**config.mk**
```make
export PLATFORM = sky130hd
export DESIGN_NAME = std_divmod_pipe
export DESIGN_NICKNAME = d
export VERILOG_FILES = /design/src/rtl/std_divmod_pipe.sv
export SDC_FILE = /design/constraint.sdc
export NUM_CORES = 1
export LEC_CHECK = 0
export CAP_MARGIN = 25
export CORE_ASPECT_RATIO = 2
export CORE_MARGIN = 2
export CORE_UTILIZATION = 50
export CTS_CLUSTER_DIAMETER = 100
export DETAILED_ROUTE_END_ITERATION = 12
export GPL_TIMING_DRIVEN = 0
export PLACE_DENSITY = 0.74
export SETUP_SLACK_MARGIN = 0.4
export SLEW_MARGIN = 20
export SYNTH_ARGS = -nofsm -noshare
export SYNTH_HDL_FRONTEND = slang
export SYNTH_SLANG_ARGS = --single-unit
```
**constraint.sdc**
```tcl
create_clock -name clk -period 2.8 [get_ports clk]
set_input_delay 0.28 -clock clk [delete_from_list [all_inputs] [get_ports clk]]
set_output_delay 0.28 -clock clk [all_outputs]
set_load 0.02 [all_outputs]
```
**src/rtl/std_divmod_pipe.sv**
```systemverilog
// Sequential restoring divider: one quotient bit per cycle, MSB first, with
// quotient/remainder produced together and divide-by-zero / signed-overflow flags.
module std_divmod_pipe #(
    parameter int width     = 32,
    parameter bit is_signed = 1'b0
) (
    input  logic             clk,
    input  logic             reset,
    input  logic             go,
    input  logic [width-1:0] left,
    input  logic [width-1:0] right,
    output logic [width-1:0] out_quotient,
    output logic [width-1:0] out_remainder,
    output logic             done,
    output logic             div_by_zero,
    output logic             overflow
);

    localparam int CW = $clog2(width + 1);

    typedef enum logic [1:0] {IDLE, RUN, FINISH} state_t;
    state_t state, state_next;

    // dvd holds the unconsumed dividend bits; quotient bits fill in from the bottom
    logic [width-1:0] dvd, dvs, left_raw, rem;
    logic [CW-1:0]    count;
    logic             sign_q, sign_r, dbz, ovf;

    logic             left_neg, right_neg, ge;
    logic [width-1:0] left_mag, right_mag, int_min, diff;
    logic [width:0]   trial;

    always_comb begin
        int_min          = '0;
        int_min[width-1] = 1'b1;
        left_neg         = is_signed && left[width-1];
        right_neg        = is_signed && right[width-1];
        left_mag         = left_neg ? -left : left;
        right_mag        = right_neg ? -right : right;
        trial            = {rem, dvd[width-1]};
        ge               = trial >= {1'b0, dvs};
        // when ge holds the difference is below dvs, so width bits suffice
        diff             = trial[width-1:0] - dvs;
    end

    always_ff @(posedge clk) begin
        if (reset) state <= IDLE;
        else       state <= state_next;
    end

    always_comb begin
        state_next = state;
        case (state)
            IDLE:    if (go) state_next = (right == '0) ? FINISH : RUN;
            RUN: begin
                if (!go)                    state_next = IDLE;
                else if (count == CW'(1))   state_next = FINISH;
            end
            FINISH:  state_next = IDLE;
            default: state_next = IDLE;
        endcase
    end

    always_ff @(posedge clk) begin
        if (reset) begin
            dvd           <= '0;
            dvs           <= '0;
            left_raw      <= '0;
            rem           <= '0;
            count         <= '0;
            sign_q        <= 1'b0;
            sign_r        <= 1'b0;
            dbz           <= 1'b0;
            ovf           <= 1'b0;
            out_quotient  <= '0;
            out_remainder <= '0;
            done          <= 1'b0;
            div_by_zero   <= 1'b0;
            overflow      <= 1'b0;
        end else begin
            done        <= 1'b0;
            div_by_zero <= 1'b0;
            overflow    <= 1'b0;
            case (state)
                IDLE: begin
                    if (go) begin
                        dvd      <= left_mag;
                        dvs      <= right_mag;
                        left_raw <= left;
                        sign_q   <= left_neg ^ right_neg;
                        sign_r   <= left_neg;
                        rem      <= '0;
                        count    <= CW'(width);
                        dbz      <= (right == '0);
                        ovf      <= is_signed && (left == int_min) && (right == '1);
                    end
                end
                RUN: begin
                    if (go) begin
                        rem   <= ge ? diff : trial[width-1:0];
                        dvd   <= {dvd[width-2:0], ge};
                        count <= count - CW'(1);
                    end
                end
                FINISH: begin
                    done <= 1'b1;
                    if (dbz) begin
                        out_quotient  <= '1;
                        out_remainder <= left_raw;
                        div_by_zero   <= 1'b1;
                    end else begin
                        out_quotient  <= sign_q ? -dvd : dvd;
                        out_remainder <= sign_r ? -rem : rem;
                        overflow      <= ovf;
                    end
                end
                default: ;
            endcase
        end
    end

endmodule

```
### Word-level counts from Yosys, hierarchy flattened

Cells that the tools add are included.

| cells by class | value |
|---|---|
| equal/unequal tests | 6 |
| mux-type cells | 19 |
| magnitude comparators | 1 |
| $add $sub $neg | 2 |
| reductions and logical operators | 7 |
| bitwise logic cells | 1 |

Operators with widths:

| operator | number |
|---|---|
| $mux 32 | 7 |
| $pmux 32 s2 | 2 |
| $ge 33x32->1 | 1 |
| $logic_not 32->1 | 1 |
| $sub 32x32->32 | 1 |
| $mux 6 | 2 |
| $pmux 6 s2 | 1 |
| $mux 2 | 4 |
| $eq 6x1->1 const B | 1 |
| $sub 6x1->6 const B | 1 |
| $ne 2x2->1 const B | 2 |
| $pmux 2 s2 | 1 |
| $reduce_and 2->1 | 2 |
| $ne 3x3->1 const B | 1 |
| $reduce_and 3->1 | 1 |
| $eq 2x1->1 const B | 1 |
| $eq 2x2->1 const B | 1 |
| $logic_not 2->1 | 1 |
| $mux 1 | 2 |
| $reduce_bool 2->1 | 1 |
| $reduce_or 2->1 | 1 |
| $not 1->1 | 1 |

| storage, ports and cells | value |
|---|---|
| logic and storage cells | 47 |
| bits in registers | 203 |

### Longest topological paths before layout

| logic depth | value |
|---|---|
| depth in word-level cells | 4 |
| gate-level depth with buffers | 13 |

### Worst setup path after synthesis

No wires, ideal clock.

| timing | value |
|---|---|
| path kind | reg-to-reg |
| from | reg dvd[31] |
| to | reg rem[30] |
| slack | 0.348 ns |
| clock period less this slack | 2.452 ns |
| setup time | 0.128 ns |
| arrival | 2.325 ns |
| stages on the path, launching flop included | 13 |
| path through | dfxtp_1 > inv_1 > ha_1 > fa_1 > nand2b_1 > a21oi_1 > o21ai_1 > a31oi_1 > o21ai_1 > o41ai_2 > xor2_1 > mux2i_1 > o21ai_1 |

| on the way | value |
|---|---|
| word-level cells in the longest chain between the ends | 4 |
| elaborated cells on any way between the ends | 5 |
| those cells by class | add/sub (1); order compare (1); mux (3) |

Ends and longest elaborated chain:

| item | RTL line | RTL |
|---|---|---|
| from (decl) | 25 | `logic [width-1:0] dvd, dvs, left_raw, rem;` |
| from (signal assigned) | 87 | `dvd <= left_mag;` |
| from (signal assigned) | 101 | `dvd <= {dvd[width-2:0], ge};` |
| $sub 32x32->32 or $ge 33x32->1 (tied branches) | 43, 41 |  |
| $mux 32 * | 100 | `rem <= ge ? diff : trial[width-1:0];` |
| $mux 32 * | 99 | `if (go) begin` |
| $pmux 32 s2 * | 84 | `case (state)` |
| to (signal assigned) | 100 |  |
| to (decl) | 25 |  |

Mark *: on every way between the ends. The rest lies on a longest branch, timed or not. The select of a mux whose other input is x is not followed.
A chain may end at the register's enable or synchronous reset.

### Worst setup path after layout

| timing | value |
|---|---|
| from | reg rem[16] |
| to | reg rem[23] |

| on the way | value |
|---|---|
| word-level cells in the longest chain between the ends | 4 |
| elaborated cells on any way between the ends | 5 |
| those cells by class | add/sub (1); order compare (1); mux (3) |

Ends and longest elaborated chain:

| item | RTL line |
|---|---|
| $sub 32x32->32 or $ge 33x32->1 (tied branches) | 43, 41 |
| $mux 32 * | 100 |
| $mux 32 * | 99 |
| $pmux 32 s2 * | 84 |

Marks and branches as above.

==> summary.md <==
| Metric | Value |
|---|---|
| Boundary Pins | `134` |
| Grt total ovfl | `0` |
| Commonest non-fill, non-tap cell in the layout | `dfxtp_1` |
| Leakage | `5.063 nW` |
| Synth Flop Type | `dfxtp_1` |
| DR pass1 iterations | `7` |
| Post-CTS Hold Buffers | `0` |
| Setup CP Type | `register to register` |
| Hold Path Class | `primary input to register` |
| Clock buffer depth | `3` |
| Placed Cells | `1620` |
| Routed len/inst | `19.05 microns` |
| Worst-path cell chain | `ha_4, buf_6, and3_4, and3b_2, a31oi_1, o21ai_1, a211oi_2, a21boi_4, buf_6, buf_12, buf_16, a32oi_1, o21ai_1` |
| Layout cells sized above 1 | `15.65%` |
| CTS sink count | `203` |
| Via count | `9621` |
| Placed wire-length estimate | `24370 microns` |
| CP Max Fanout | `5` |
| Seq/Total Area, Yosys | `40.88%` |
| Row cnt | `73` |
| Largest stage delay on the critical path | `370 ps` |
| Fin util | `67.75%` |
| Core footprint | `19730 sq um` |
| Die ar. | `21090 sq um` |
| Clock latency on the worst-skew pair | `510 ps` |
| Port Buffers | `132` |
| Clock Pin Slew Worst Setup and Hold Paths | `70 ps` |
| CP Data Arrival Time | `3060 ps` |
| GP Congestion | `0.9258` |
| CP max stage cell | `dfxtp_4` |
| Post-synth top area cell | `dfxtp_1` |
| Drt drc | `0` |
| EDFF count, synth | `0` |
| Syn Nets | `1328` |
| Post-synthesis async set-or-reset flop share | `0%` |
| Status | `completed` |
| Finish-stage setup viols | `0` |
| Unrepaired setup endpoints after global routing | `true` |
| # H-tree levels | `1` |
| Area occupied by multi-input gates | `5901 sq um` |
| Post-route ant nets | `0` |
| Fin. max-slew vios | `0` |
| Area fraction of the dominant cell type after synthesis | `40.88%` |
| Inserted Clock Buffers | `19` |
| Pwr per Cell Area | `577.3 nW/um^2` |
| VDD IR max | `0.4623 mV` |
| First-pass GRT wire length | `51170 microns` |
| Post-route cell area | `13370 sq um` |
| Crit end category | `register` |
| Largest net degree at the start of global routing | `17` |
| Drt first-iter violations | `445` |
| Initial antenna violation count | `0` |
| Register area | `4121 sq um` |
| Final-layout fill cell count | `1656` |
| Final worst path period need | `2628 ps` |
| Syn Area/Cell | `8.108 sq um` |
| Period utilization | `93.85%` |
| Fmax | `380.5 MHz` |
| Post-DR vias/cell | `5.683` |
| Slew @ Worst Pin | `847.8 ps` |
| Post-Syn Area | `9941 sq um` |
| Final number of hold-violating endpoints | `0` |
| Die W | `103.7 microns` |
| Synth Warn # | `0` |
| Mapped Cells | `1226` |
| Worst Path Required | `3230 ps` |
| Root Driver | `clkbuf_16` |
| CTS tree | `yes` |
| Commonest non-fill, non-tap cells in the layout | `177 x dfxtp_1, 175 x nand2_1, 135 x nor2_1` |
| Top delay family on crit path | `compound AO/OA/AOI/OAI gates` |
| Slew headroom | `43.48%` |
| Die Y | `203.4 microns` |
| Yosys reg bits | `203` |
| Initial cell density of the core | `50.39%` |
| Clock Skew | `14.17 ps` |
| WP buf/inv | `4` |
| Area contributors post-synth | `dfxtp_1 41%, mux2i_1 7.0%, nand2_1 6.8%` |
| Area Growth Syn to Fin | `34.46%` |
| Gr usage total | `30.37%` |
| Unique masters post-synth | `61` |
| Fin cells | `1693` |
| Nets | `1521` |
| Cell Area, Placed | `11590 sq um` |
| Startpoint types | `register` |
| Antenna cell count | `0` |
| Detailed-route wire length | `32250 microns` |
| Number of global-route vias before repair | `9846` |
| Max_cap viols | `0` |
stage by stage:
stage / TNS [ps] / total power, mW / setup WS (ps) / hold slack, ps
after global routing: 0 / 7.999 / 103.7 / 373.0
final: 0 / 7.717 / 172.1 / 344.8
after CTS: 0 / 7.666 / 93.47 / 335.9
after global placement: -349.6 / 4.524 / -132.2 / 442.0
after floorplan: 0 / 4.076 / 487.0 / 416.0
after detailed placement: -386.2 / 4.545 / -163.9 / 446.5
tightest hold or removal path, delay by kind of cell:
family	cells	cell delay, ps
simple gates	1	60
compound gates	1	50
buf+inv	1	410
cells in the mapped netlist (16+ instances only):
master,count
clkbuf_1,62
nor2_1,141
a21oi_1,107
o21ai_1,41
nor3_1,69
ha_1,34
a21o_1,17
dfxtp_1,203
mux2i_1,70
xor2_1,16
inv_1,38
a211oi_1,67
nand2_1,180
cell families after synthesis:
| logic type | synth area share [%] |
|---|---|
| adder cells (fa/ha/maj) | 4.481 |
| XOR/XNOR | 2.731 |
| flip-flops | 40.88 |
| buffers and inverters | 5.525 |
| AO/OA/AOI/OAI | 19.58 |
| multiplexers | 7.048 |
| AND/OR/NAND/NOR | 19.71 |
| other | 0.03772 |
final timing paths:
path	from	to	slack, ps	cells after the start
max	rem[16]	rem[23]	170	13
min reg2reg	dvs[24]	dvs[24]	450	2
max reg2reg	rem[16]	rem[23]	170	13
min	right[5]	dvs[5]	340	3
metal layers:
layer | up-vias | share of wire, % | wire (microns) | track usage (%)
met5 | - | 0 | 0 | 0
met4 | 0 | 7.8 | 2516 | 22.15
met3 | 128 | 3.7 | 1182 | 3.004
met2 | 330 | 54 | 17570 | 59.65
met1 | 4508 | 34 | 10980 | 28.68
li1 | 4655 | - | - | -
sequential cells by signal (all words and copies together), names as in the netlist:
name,count
count,6
dbz,1
div_by_zero,1
done,1
dvd,32
dvs,32
left_raw,32
out_quotient,32
out_remainder,32
rem,32
state,2
what timing repair did:
item | 4_1_cts | 5_1_grt
endpoints found under the hold margin | 0 | 0
setup buffers | 29 | 7
pin swaps | 52 | 18
gates cloned | 4 | 0
gates resized for setup | 141 | 37
endpoints found under the setup margin | 33 | 44
layout make-up:
type / count / share of cell area (%)
multi-input combinational: 893 / 44.14
clock inverter: 9 / 1.170
clock buffer: 24 / 3.997
tap: 262 / 2.452
timing repair buffer: 172 / 12.73
sequential: 203 / 30.83
buffer: 92 / 3.585
inverter: 38 / 1.086
report_power, final:
group	total (mW)	internal, mW	switching (mW)
registers	3.13	3.02	0.103
logic	1.70	0.762	0.939
clock network	2.89	1.73	1.16
(Power assumes the default switching activity.)
